==> config.mk <==
export PLATFORM = sky130hd
export DESIGN_NAME = uart_rx
export DESIGN_NICKNAME = d
export VERILOG_FILES = /design/src/rtl/uart_rx.sv
export SDC_FILE = /design/constraint.sdc
export NUM_CORES = 1
export LEC_CHECK = 0
export ABC_CLOCK_PERIOD_IN_PS = 3100
export CELL_PAD_IN_SITES_DETAIL_PLACEMENT = 1
export CELL_PAD_IN_SITES_GLOBAL_PLACEMENT = 1
export CORE_ASPECT_RATIO = 0.9
export CORE_MARGIN = 8
export CORE_UTILIZATION = 30
export DETAILED_ROUTE_END_ITERATION = 8
export GPL_TIMING_DRIVEN = 1
export MAX_ROUTING_LAYER = met4
export PLACE_DENSITY = 0.58
export SYNTH_ARGS = -nofsm -noshare
export SYNTH_HDL_FRONTEND = slang
export SYNTH_SLANG_ARGS = --single-unit
==> constraint.sdc <==
create_clock -name clk -period 3.1 [get_ports clk]
set_input_delay 0.62 -clock clk [delete_from_list [all_inputs] [get_ports clk]]
set_output_delay 0.62 -clock clk [all_outputs]
set_load 0.1 [all_outputs]
==> src/rtl/uart_rx.sv <==
// uart_rx -- 8N1 UART receiver (8E1 when UART_RX_PARITY_EN is defined).
//
// Samples the asynchronous rxd line through a two-flop synchronizer, finds
// the middle of the start bit, then samples every following bit at its
// midpoint and assembles an LSB-first byte. A good frame loads rx_data and
// pulses rx_data_valid for one cycle. A low stop bit pulses rx_frame_error
// and parks the receiver in BREAK until the line returns high, so a held-low
// line never turns into a stream of 0x00 bytes.
//
// Compile-time option:
//   UART_RX_PARITY_EN  defined: 8E1 frame with even parity check
//                      undefined: 8N1 frame, rx_parity_error tied low
//
// Parameters:
//   CLK_HZ  clock frequency in Hz
//   BAUD    line bit rate; CLK_HZ/BAUD must be at least 4
//
// Ports:
//   clk              system clock, rising edge
//   reset            synchronous active-high reset
//   rxd              serial line, idle high, asynchronous to clk
//   rx_data          last correctly received byte
//   rx_data_valid    one-cycle pulse when rx_data is updated
//   rx_frame_error   one-cycle pulse when the stop bit is low
//   rx_parity_error  one-cycle pulse on even-parity mismatch
//   rx_busy          high whenever the receiver is not idle
`timescale 1ns/1ps

module uart_rx #(
  parameter int CLK_HZ = 50_000_000,
  parameter int BAUD   = 115200
) (
  input  logic       clk,
  input  logic       reset,
  input  logic       rxd,
  output logic [7:0] rx_data,
  output logic       rx_data_valid,
  output logic       rx_frame_error,
  output logic       rx_parity_error,
  output logic       rx_busy
);

  localparam int CLKS_PER_BIT = CLK_HZ / BAUD;
  localparam int CNT_W = (CLKS_PER_BIT > 2) ? $clog2(CLKS_PER_BIT) : 1;
  localparam logic [CNT_W-1:0] CNT_LAST = CNT_W'(CLKS_PER_BIT - 1);
  localparam logic [CNT_W-1:0] CNT_HALF = CNT_W'(CLKS_PER_BIT / 2 - 1);

  generate
    if (CLKS_PER_BIT < 4) begin : g_cpb_check
      $error("uart_rx: CLK_HZ/BAUD must be at least 4");
    end
  endgenerate

`ifdef UART_RX_PARITY_EN
  typedef enum logic [2:0] {IDLE, START, DATA, PARITY, STOP, BREAK} state_t;
`else
  typedef enum logic [2:0] {IDLE, START, DATA, STOP, BREAK} state_t;
`endif

  state_t           state, state_next;
  logic             rxd_meta, rxd_s;
  logic [CNT_W-1:0] cnt, cnt_next;
  logic [2:0]       bit_idx, bit_idx_next;
  logic [7:0]       shift_reg, shift_next;
  logic             load_data, frame_err;
`ifdef UART_RX_PARITY_EN
  logic             parity_bit, parity_bit_next;
  logic             parity_err;
`endif

  // Two-flop synchronizer; resets to the idle-high line level so reset
  // release never looks like a start bit.
  always_ff @(posedge clk) begin
    if (reset) begin
      rxd_meta <= 1'b1;
      rxd_s    <= 1'b1;
    end else begin
      rxd_meta <= rxd;
      rxd_s    <= rxd_meta;
    end
  end

  // Next-state logic. All sampling happens when cnt reaches its terminal
  // value; START uses half a bit time so later samples land mid-bit.
  always_comb begin
    state_next   = state;
    cnt_next     = cnt;
    bit_idx_next = bit_idx;
    shift_next   = shift_reg;
    load_data    = 1'b0;
    frame_err    = 1'b0;
`ifdef UART_RX_PARITY_EN
    parity_bit_next = parity_bit;
    parity_err      = 1'b0;
`endif
    case (state)
      IDLE: begin
        cnt_next = '0;
        if (!rxd_s) state_next = START;
      end
      START: begin
        if (cnt == CNT_HALF) begin
          cnt_next = '0;
          if (!rxd_s) begin
            state_next   = DATA;
            bit_idx_next = 3'd0;
          end else begin
            state_next = IDLE;
          end
        end else begin
          cnt_next = cnt + 1'b1;
        end
      end
      DATA: begin
        if (cnt == CNT_LAST) begin
          cnt_next            = '0;
          shift_next[bit_idx] = rxd_s;
          if (bit_idx == 3'd7) begin
`ifdef UART_RX_PARITY_EN
            state_next = PARITY;
`else
            state_next = STOP;
`endif
          end else begin
            bit_idx_next = bit_idx + 3'd1;
          end
        end else begin
          cnt_next = cnt + 1'b1;
        end
      end
`ifdef UART_RX_PARITY_EN
      PARITY: begin
        if (cnt == CNT_LAST) begin
          cnt_next        = '0;
          parity_bit_next = rxd_s;
          state_next      = STOP;
        end else begin
          cnt_next = cnt + 1'b1;
        end
      end
`endif
      STOP: begin
        if (cnt == CNT_LAST) begin
          cnt_next = '0;
          if (rxd_s) begin
            state_next = IDLE;
`ifdef UART_RX_PARITY_EN
            if (parity_bit == ^shift_reg) load_data = 1'b1;
            else parity_err = 1'b1;
`else
            load_data = 1'b1;
`endif
          end else begin
            frame_err  = 1'b1;
            state_next = BREAK;
          end
        end else begin
          cnt_next = cnt + 1'b1;
        end
      end
      BREAK: begin
        cnt_next = '0;
        if (rxd_s) state_next = IDLE;
      end
      default: begin
        state_next = IDLE;
        cnt_next   = '0;
      end
    endcase
  end

  // State and datapath registers. Result pulses are registered from the
  // STOP decision, so they appear the cycle after the stop-bit sample.
  always_ff @(posedge clk) begin
    if (reset) begin
      state          <= IDLE;
      cnt            <= '0;
      bit_idx        <= 3'd0;
      shift_reg      <= 8'h00;
      rx_data        <= 8'h00;
      rx_data_valid  <= 1'b0;
      rx_frame_error <= 1'b0;
    end else begin
      state          <= state_next;
      cnt            <= cnt_next;
      bit_idx        <= bit_idx_next;
      shift_reg      <= shift_next;
      rx_data_valid  <= load_data;
      rx_frame_error <= frame_err;
      if (load_data) rx_data <= shift_reg;
    end
  end

`ifdef UART_RX_PARITY_EN
  // Parity capture and its error pulse live only in the 8E1 build.
  always_ff @(posedge clk) begin
    if (reset) begin
      parity_bit      <= 1'b0;
      rx_parity_error <= 1'b0;
    end else begin
      parity_bit      <= parity_bit_next;
      rx_parity_error <= parity_err;
    end
  end
`else
  assign rx_parity_error = 1'b0;
`endif

  assign rx_busy = (state != IDLE);

endmodule

-- Word-level counts from Yosys, hierarchy flattened
Cells that the tools add are included.
- flip-flop bits (word level): 35
- latch bits: 0
- bits in writable memories: 0
- memory bits (read-only): 0
- input port bits: 3
- output and inout port bits: 12
- memories kept: 0
- add/sub/neg operators: 2
- multipliers: 0
- divide/modulo/power cells: 0
- magnitude comparators: 2
- equal/unequal tests: 15
- shifts and indexed selects: 0
- muxes and demuxes: 24
- bitwise operators: 2
- reductions and logical operators: 9
- operators by type and width (kind ; count):
    2-to-1 mux 3 bit ; 11
    2-to-1 mux 9 bit ; 2
    case mux 9 bit (2 select lines) ; 1
    != test 2 bit, second input constant ; 8
    case mux 3 bit (5 select lines) ; 1
    adder 9 x 1 -> 9 bit, second input constant ; 1
    == test 9 x 8 -> 1 bit, second input constant ; 1
    == test 9 bit, second input constant ; 1
    bitwise mux 8 bit ; 1
    == test 3 x 2 -> 1 bit, second input constant ; 2
    == test 3 bit, second input constant ; 2
    case mux 3 bit (2 select lines) ; 1
    AND reduction 6 bit ; 1
    2-to-1 mux 1 bit ; 5
    AND reduction 5 bit ; 1
    < comparator 3 x 4 -> 1 bit, second input constant ; 1
    adder 3 x 1 -> 3 bit, second input constant ; 1
    demux 1 bit (select 3 bit) ; 1
    == test 3 x 1 -> 1 bit, second input constant ; 1
    >= comparator 3 x 1 -> 1 bit, second input constant ; 1
    zero test 3 bit ; 1
    nonzero test 3 bit ; 1
    OR reduction 3 bit ; 1
    2-to-1 mux 2 bit ; 1
    5 further kinds ; 6

-- Longest topological paths before layout
- depth in word-level cells: 5
- depth in mapped cells: 8
- mapped depth without buffers: 7

-- Worst setup path after synthesis
No wires, ideal clock.
- kind: reg-to-reg
- from: register state[2]
- to: register shift_reg[3]
- data arrival time: 1796 ps
- data required time: 2972 ps
- slack: 1176 ps
- cell stages (with the launch flop): 7
- buffers on the path: 1
- cell sequence: dfxtp_1 > buf_6 > or3b_4 > or4_4 > nor3b_2 > mux2i_1 > nor2_1
- word-level cells in the longest chain between the ends: 2
- ends and longest elaborated chain (what ; RTL line ; RTL):
    start: declaration ; 60 ; state_t state, state_next;
    start signal: assignment ; 184 ; state <= state_next;
    == test 3 x 2 -> 1 bit ; 96 ; case (state)
    AND reduction 2 bit (no source line) ; - ;
    end signal: assignment ; 187 ; shift_reg <= shift_next;
    end: declaration ; 64 ; logic [7:0] shift_reg, shift_next;
Every way passes these cells.
A chain may end at the register's enable or synchronous reset.

-- Worst setup path after layout
- from: register cnt[0]
- to: register cnt[7]
- word-level cells in the longest chain between the ends: 3
- ends and longest elaborated chain (what ; RTL line ; RTL):
    start: declaration ; 62 ; logic [CNT_W-1:0] cnt, cnt_next;
    start signal: assignment ; 185 ; cnt <= cnt_next;
    adder 9 x 1 -> 9 bit, or another cell as far along ; 111, 128, 158 ;
    2-to-1 mux 9 bit, on equally long branches ; 115, 143, 102 ;
    case mux 9 bit (2 select lines) * ; 96 ;
Every way passes the cells marked *; elsewhere a longest branch is shown, timed or not.

==> flow_summary.json <==
{
  "critical_path_required_ps": 3270,
  "ant_nets": 0,
  "post-route-worst-setup-slack_ps": 884,
  "mappedNetlistArea_sq_mm": 0.00158,
  "r2r.worst_path.cells": 6,
  "run_status": "completed",
  "synthFlopType": "sky130_fd_sc_hd__dfxtp_1",
  "numCtsBuffers": 5,
  "total_leakage_power_nw": 0.661,
  "dieHeight_microns": 84.8,
  "fp.coreArea_sq_mm": 0.00516,
  "first_global_vias": 1251,
  "power.share.switching": 0.272,
  "postSynthRegisterBits": 35,
  "synthXorXnorAreaFrac": 0.0389,
  "cts.repair_timing.setup_buffer_count": 0,
  "synth-seq-area-share": 0.444,
  "worst_skew_pair.late_latency_ps": 290,
  "totalNegativeSetupSlack_ps": 0,
  "rsz0062_at_grt": "false",
  "congestion_overflow_gr": 0,
  "ioPinCount": 15,
  "ys_async_sr_fraction": 0,
  "cp-start-kind": "flip-flop",
  "cts_hold_bufs": 0,
  "worst_slack_after_detailed_placement_ps": 875,
  "finalHoldViolations": 0,
  "initial_antenna_violation_count": 0,
  "dp_hpwl_mm": 2.47,
  "longest_clk_path_bufs": 2,
  "replace_congestion": 0.764,
  "cts_sinks": 35,
  "routed_via_density": 4.78,
  "design.die.area_sq_mm": 0.00784,
  "timing.reg2reg.setup_slack_ps": 880,
  "detailroute.via_count": 1185,
  "comb_power_share": 0.095,
  "yosysWarningCount": 0,
  "synth_top_family_by_area": "simple AND/OR/NAND/NOR gates",
  "p_per_area_mw_per_mm2": 485,
  "die_w_microns": 92.4,
  "clk_transition_reported_paths_ps": 70,
  "finClkSkew_ps": 5.18,
  "synth_enable_flop_cells": 0,
  "timing.rr.end": "cnt[7]$_SDFF_PP0_",
  "cp.arrival_ps": 2390,
  "design.final.nets": 188,
  "maxSlewViolCount": 0,
  "power.sequential.fraction": 0.531,
  "postSynthNetCount": 177,
  "crit_path_max_fanout": 9,
  "clockPowerShare": 0.374,
  "cp_capture_point": "cnt[7]$_SDFF_PP0_",
  "simple_gate_fraction_of_synth_area": 0.268,
  "ctsHtreeMaxLevel": 2,
  "detail_route.wl_per_cell_microns": 13.7,
  "remaining_drc_errors": 0,
  "fin_crit_ps": 2220,
  "cp_class": "reg2reg",
  "grtUsageMet2": 0.149,
  "vdd.ir_drop.worst_mv": 0.240,
  "clock_tree.root_cell": "sky130_fd_sc_hd__clkbuf_8",
  "critical_path.reg2reg.startpoint": "cnt[0]$_SDFF_PP0_",
  "cell_count_after_synthesis": 169,
  "final.period_utilization": 0.715,
  "cts_tree": "done",
  "number_of_gates_resized_after_cts": 0,
  "timing.slew.headroom": 0.484,
  "cp-end-kind": "flip-flop",
  "num_antenna_cells": 0,
  "grt_use_total": 0.0978,
  "effective_utilization_at_floorplan": 0.306,
  "achievable-frequency_ghz": 0.451,
  "drtPass1Iterations": 4,
  "pin_count_of_the_biggest_net_entering_global_routing": 27,
  "drt_iter0_markers": 50,
  "wire_length_of_the_first_global_routing_pass_mm": 5.94,
  "max_cap_viol_count": 0,
  "post_synth.cell_area_avg_sq_um": 9.34,
  "net-switching-power_uw": 237,
  "placement.io_buffers": 13,
  "flip_flop_count_of_the_largest_register_all_copies_and_words_added": 9,
  "share_of_cell_area_taken_by_muxes_after_synthesis": 0.0952,
  "yosys.area_share.adder": 0.0397,
  "grt_util_met3": 0.0321,
  "layout_area_growth_over_synthesis_pct": 14.2,
  "grt.busiest_layer": "met2",
  "worst_hold_path_type": "reg2reg",
  "report.power.total_uw": 874,
  "cp-startpoint": "cnt[0]$_SDFF_PP0_",
  "finalSetupViolCount": 0,
  "row_count": 25,
  "yosys.cell_types.count": 44,
  "fillerInstances": 603,
  "p_int_uw": 637,
  "share_of_cells_above_drive_strength_1": 0.160,
  "tightestPinTransition_ps": 767,
  "globalRouteMet1Util": 0.114,
  "synth-compound-area-share": 0.0626,
  "postRouteWirelength_mm": 3.41
}
-- critical path, cell delays in order (launching register included) --
cell and delay [ps]:
sky130_fd_sc_hd__dfxtp_1 400, sky130_fd_sc_hd__ha_1 180, sky130_fd_sc_hd__nand4bb_1 170, sky130_fd_sc_hd__or2_2 390, sky130_fd_sc_hd__a21boi_0 480, sky130_fd_sc_hd__or4_1 390
sky130_fd_sc_hd__nor2_1 90
-- synth_stat cells, types with 3 or more instances --
library cell,n,area (sq um)
sky130_fd_sc_hd__clkbuf_1,4,15.0
sky130_fd_sc_hd__or2_2,3,18.8
sky130_fd_sc_hd__nand3_1,4,20.0
sky130_fd_sc_hd__a21oi_1,4,20.0
sky130_fd_sc_hd__mux2i_1,15,150
sky130_fd_sc_hd__o21ai_0,3,15.0
sky130_fd_sc_hd__dfxtp_1,35,701
sky130_fd_sc_hd__xnor2_1,4,35.0
sky130_fd_sc_hd__nor2_1,32,120
sky130_fd_sc_hd__nor4_1,3,18.8
sky130_fd_sc_hd__inv_1,6,22.5
sky130_fd_sc_hd__nand2_1,8,30.0
sky130_fd_sc_hd__ha_1,5,62.6
sky130_fd_sc_hd__xor2_1,3,26.3
-- cells by family (layout without fill, tap and decap cells) --
kind of cell | Yosys count | after routing
buffers and inverters | 16 | 28
AO/OA/AOI/OAI | 15 | 15
other | 1 | 1
flip-flops | 35 | 35
adder cells (fa/ha/maj) | 5 | 5
XOR/XNOR | 7 | 7
AND/OR/NAND/NOR | 75 | 75
multiplexers | 15 | 15
-- power by group through the flow --
| stage | Sequential [mW] | Combinational [mW] | Clock (mW) |
|---|---|---|---|
| global placement | 0.474 | 0.0817 | 0 |
| floorplan | 0.468 | 0.0737 | 0 |
| detailed placement | 0.475 | 0.0835 | 0 |
| finish | 0.464 | 0.0831 | 0.327 |
| CTS | 0.464 | 0.0838 | 0.340 |
| global route | 0.466 | 0.0908 | 0.367 |
-- cell usage in the layout, fill, tap and decap left out, types with 2 or more instances in the layout --
cell,synthesis,final
sky130_fd_sc_hd__inv_1,6,6
sky130_fd_sc_hd__dfxtp_1,35,35
sky130_fd_sc_hd__or2_2,3,3
sky130_fd_sc_hd__clkdlybuf4s50_1,0,2
sky130_fd_sc_hd__xnor2_1,4,4
sky130_fd_sc_hd__buf_4,2,12
sky130_fd_sc_hd__or3_1,2,2
sky130_fd_sc_hd__nand4bb_1,2,2
sky130_fd_sc_hd__ha_1,5,5
sky130_fd_sc_hd__o21ai_0,3,3
sky130_fd_sc_hd__mux2i_1,15,15
sky130_fd_sc_hd__nand3_1,4,4
sky130_fd_sc_hd__clkbuf_8,0,5
sky130_fd_sc_hd__nand3b_1,2,2
sky130_fd_sc_hd__nand2_1,8,8
sky130_fd_sc_hd__nor4_1,3,3
sky130_fd_sc_hd__and2_1,2,2
sky130_fd_sc_hd__nand4b_1,2,2
sky130_fd_sc_hd__a22oi_1,2,2
sky130_fd_sc_hd__nor2_1,32,32
sky130_fd_sc_hd__and3_1,2,2
sky130_fd_sc_hd__a21oi_1,4,4
sky130_fd_sc_hd__xor2_1,3,3
sky130_fd_sc_hd__nor3b_2,2,2
-- cell type report --
| class | count | area, sq um | area share |
|---|---|---|---|
| multi-input combinational | 118 | 800 | 0.444 |
| clock buffer | 6 | 72.6 | 0.0403 |
| timing repair buffer | 14 | 110 | 0.0611 |
| inverter | 6 | 22.5 | 0.0125 |
| tap | 67 | 83.8 | 0.0465 |
| sequential | 35 | 701 | 0.389 |
| clock inverter | 2 | 12.5 | 0.00694 |
-- metal layers --
metal	wire length [microns]	part of all wire	vias up
li1	-	-	594
met1	1650	0.48	566
met2	1560	0.46	19
met3	137	0.040	6
met4	62	0.018	0
met5	0	0	-
-- how the worst min path moves through the flow --
stage                            end           startpoint  depth (start not counted)  slack [ps]
finish              rxd_s$_SDFF_PP1_  rxd_meta$_SDFF_PP1_                          1         410
global route        rxd_s$_SDFF_PP1_  rxd_meta$_SDFF_PP1_                          1         450
CTS                 rxd_s$_SDFF_PP1_  rxd_meta$_SDFF_PP1_                          1         420
detailed placement  rxd_s$_SDFF_PP1_  rxd_meta$_SDFF_PP1_                          1         400
global placement    rxd_s$_SDFF_PP1_  rxd_meta$_SDFF_PP1_                          1         400
floorplan           rxd_s$_SDFF_PP1_  rxd_meta$_SDFF_PP1_                          1         390
-- through the flow --
stage | hold WS [ps] | area [sq um] | cells | util
CTS | 417 | 1800 | 248 | 0.349
floorplan | 389 | 1580 | 169 | -
finish | 412 | 1800 | 248 | 0.349
global placement | 395 | 1720 | 240 | 0.333
detailed placement | 400 | 1720 | 240 | 0.333
global route | 447 | 1800 | 248 | 0.349
Note: power is estimated with default switching activity, not from simulation.
==> edit 1 (config.mk and constraints unchanged) <==
`shift_reg` no longer has a reset.
--- a/src/rtl/uart_rx.sv
+++ b/src/rtl/uart_rx.sv
@@ -176,7 +176,6 @@
       state          <= IDLE;
       cnt            <= '0;
       bit_idx        <= 3'd0;
-      shift_reg      <= 8'h00;
       rx_data        <= 8'h00;
       rx_data_valid  <= 1'b0;
       rx_frame_error <= 1'b0;
@@ -184,11 +183,14 @@
       state          <= state_next;
       cnt            <= cnt_next;
       bit_idx        <= bit_idx_next;
-      shift_reg      <= shift_next;
       rx_data_valid  <= load_data;
       rx_frame_error <= frame_err;
       if (load_data) rx_data <= shift_reg;
     end
+  end
+
+  always_ff @(posedge clk) begin
+    shift_reg <= shift_next;
   end
 
 `ifdef UART_RX_PARITY_EN
Formal check against the unedited RTL: same outputs for any inputs over 10 cycles, from zero or initial values and one cycle with reset high; that may be too few to reach the edited logic, so the function may still have changed.
==> edit 1 against the unedited design <==
  * Core utilization increased by 0.82 points
  * Routed wire length decreased by 6.8%
  * Power up 19%
  * Global-route usage fell by 0.35 points
  * Fmax grew 2.5%
  * Die area fell by 1.2%
  * Worst setup slack improved by 0.055 ns
  * Design area rose by 1.7%
  * Synthesized area is 1.5% lower
  * Non-clock buffer count unchanged
  * Sequential cell count did not move
  * Critical path type unchanged
  * Largest cell class is now flip-flops and latches
==> edit 1: results <==
set metrics [dict create \
    synth-edff-count 8 \
    netlist_top_cells_area "dfxtp_1 (35%), edfxtp_1 (15%), nor2_1 (7.2%)" \
    status "complete, no violations" \
    final_nets 174 \
    diodes 0 \
    tightest_slew_ns 0.540 \
    peakVddDrop_v 0.000224 \
    cts_root_buffer "clkbuf_8" \
    regToRegStartpoint "cnt[0]" \
    worstReg2RegEnd "cnt[1]" \
    grt_util_met3_pct 3.03 \
    yosysUniqueCellTypes 41 \
    p_leak_uw 0.000641 \
    firstDrtPassIters 4 \
    htree_levels 2 \
    syn-num-nets 161 \
    synthFlopType "dfxtp_1" \
    dr_wl_met3_um 117 \
    drt_iter0_drc 36 \
    postCtsSetupRepairBufs 0 \
    path_clk_slew_ns 0.07 \
    critical_path.top_delay_family "simple AND/OR/NAND/NOR gates" \
    hold_end "rxd_s" \
    fillers 599 \
    instances_no_fill 234 \
    synthTopCellsByCount "nor2_1 (30), dfxtp_1 (27), mux2i_1 (9)" \
    worst_hold_startpoint "rxd_meta" \
    pre_cts_slack_ns 0.927 \
    ff2ff_path_depth 7 \
    grt_pass1_vias 1152 \
    met2_length_mm 1.48 \
    fp.dieW_um 91.9 \
    cp.arrival_ns 2.37 \
    fin_hold_ws_ns 0.417 \
    m1WireLength_mm 1.51 \
    avgSynthCellArea_um2 10.2 \
    drive_gt1_share_pct 16.8 \
    cts_made_buffers 5 \
    gp_congestion 0.780 \
    grt_pass1_wl_mm 5.69 \
    synth-async-reset-ratio_pct 0 \
    yosysWarningCount 0 \
    critPathSlowestCell "or4_1" \
    routed.top_layer "met4" \
    crit_fanout 9 \
    clkLatencyLatePin_ns 0.28 \
    clockBufferDepth 2 \
    largest_register_ffs 9 \
    hpwl_mm 2.30 \
    dr_total_vias 1091 \
    grt_max_degree 20 \
    drt-wirelength-per-cell_um 13.6 \
    ys_seq_area_share_pct 50.2 \
    slowest_delay_ns 0.69 \
    grt_use_met1_pct 11.4 \
    worst_clock_skew_ns 0.00675 \
    track_usage_pct 9.43 \
    io_buffer_count 13 \
    use_met2_pct 13.8 \
]
==> edit 1: cell count changes in the layout (fill, tap and decap cells not counted), moves of 3 or more <==
cell and delta:
nand2_1 -4, nor4_1 -3, mux2i_1 -6, nor3_1 +3, o21ai_0 -3, edfxtp_1 +8
dfxtp_1 -8, nand2b_1 +4
==> edit 1: where the power goes <==
part	switching (uW)	internal, uW
Combinational	57.2	26.4
Sequential	11.8	471
Clock	157	321
==> edit 1: cell families after synthesis <==
logic type / count (synthesis) / share of synthesized area (%)
adders and majority gates: 5 / 4.03
and+or+nand+nor: 73 / 25.3
xor gates and xnor gates: 7 / 3.95
AOI/OAI and AO/OA: 11 / 6.44
DFF: 35 / 50.2
buffers and inverters: 12 / 4.03
other: 1 / 0.241
muxes: 9 / 5.80
==> edit 1: worst max path at each step <==
stage,from,endpoint,slack [ns],cells past startpoint
2_1_floorplan,state[0],rx_busy,1.16,2
3_3_place_gp,reset,cnt[1],0.95,4
3_5_place_dp,reset,cnt[5],0.93,4
4_1_cts,cnt[0],cnt[5],0.91,7
5_1_grt,cnt[0],cnt[2],0.74,7
6_report,cnt[0],cnt[1],0.94,7
==> edit 1: layout make-up <==
cell class              instances  area [um2]  area share, %
clock buffers                   6        72.6           3.96
clock inverters                 2        60.1           3.28
inverters                       4        15.0          0.819
multi-input cells             106         711           38.8
flip-flops and latches         35         781           42.6
well taps                      67        83.8           4.57
repair buffers                 14         110           6.01
==> edit 1: through the flow <==
| step | utilization (%) | instance area (um2) |
|---|---|---|
| global route | 35.7 | 1830 |
| detailed placement | 33.1 | 1700 |
| finish | 35.7 | 1830 |
| global placement | 33.1 | 1700 |
| floorplan | - | 1550 |
| CTS | 35.7 | 1830 |
==> edit 2 (config.mk and constraints unchanged) <==
Made on the original files. Add a define of `UART_RX_PARITY_EN`.
--- a/src/rtl/uart_rx.sv
+++ b/src/rtl/uart_rx.sv
@@ -25,6 +25,8 @@
 //   rx_parity_error  one-cycle pulse on even-parity mismatch
 //   rx_busy          high whenever the receiver is not idle
 `timescale 1ns/1ps
+
+`define UART_RX_PARITY_EN
 
 module uart_rx #(
   parameter int CLK_HZ = 50_000_000,
Check against the original RTL: no difference found for any inputs over 10 cycles, from zero or initial values and one cycle with reset high; that may be too few to reach the edited logic, so the function may still have changed.
==> edit 2 against the unedited design <==
  * Highest routed layer unchanged
  * Synthesized area is 11% higher
  * Sequential cell count rose by 2
  * Critical path type unchanged
  * Routed wire length up 23%
  * Design area grew 11%
  * Non-clock buffer count grew 1
  * Worst setup slack better by 0.052 ns
  * Fmax grew 2.4%
Power is not compared: it rests on default switching activity, and its combinational part moved more than twofold at a synthesized area within 25%.
==> edit 2: results <==
set metrics [dict create \
    status "complete, no violations" \
    multi_input_area_share_pct 46.7 \
    seq_cell_count 37 \
    hpwl_mm 3.02 \
    place_area_um2 1890 \
    setup.worst_path.start "state[1]" \
    crit_fanout 10 \
    drt-wirelength-per-cell_um 15.0 \
    drt_iter0_drc 54 \
    fillers 684 \
    yosysUniqueCellTypes 42 \
    pre_cts_slack_ns 0.960 \
    grt_pass1_wl_mm 7.01 \
    final_nets 218 \
    ff2ff_path_depth 5 \
    drive_gt1_share_pct 12.4 \
    final-nonclk-buf-share_pct 5.89 \
    netlist_top_cells_area "dfxtp_1 (42%), nor2_1 (6.4%), a21oi_1 (4.6%)" \
    setup_slack_ns 0.936 \
    regArea_um2 741 \
    final_core_util_pct 35.3 \
    wl_mm 4.19 \
    viasPerCell 5.14 \
    cp.arrival_ns 2.34 \
    n_all_inverters 4 \
    slowest_delay_ns 0.67 \
    dp.cells 273 \
    buffers 15 \
    synthTopCellsByCount "dfxtp_1 (37), nor2_1 (30), a21oi_1 (16)" \
    n_tap_cell 70 \
    multi_input_cells 147 \
    worst_clock_skew_ns 0.00933 \
    track_usage_pct 11.0 \
    io_buffer_count 14 \
    critPathSlowestCell "nor4_1" \
    num-clock-buffers 5 \
]
-- edit 2: cells by family (layout without fill, tap and decap cells) --
kind of cell / after synthesis / after routing / share of synthesized area, %
flip-flops: 37 / 37 / 42.3
AND/OR/NAND/NOR: 89 / 89 / 27.6
buffers and inverters: 16 / 26 / 4.50
AO/OA/AOI/OAI: 31 / 31 / 9.72
adder cells (fa/ha/maj): 5 / 5 / 3.57
XOR/XNOR: 15 / 15 / 8.29
multiplexers: 7 / 7 / 4.00
-- edit 2: where the power goes --
group | switching (uW) | internal, uW | leakage [uW]
combinational | 16.5 | 8.01 | 0.000395
sequential | 4.88 | 477 | 0.000298
clock | 167 | 234 | 0.0000540
total | 188 | 719 | 0.000748
-- edit 2: metal layers --
layer	track usage (%)	routed length (um)	vias up
met5	-	0	-
met4	5.77	85	0
met3	2.97	138	6
met2	16.4	1910	18
met1	13.2	2060	700
li1	-	-	714
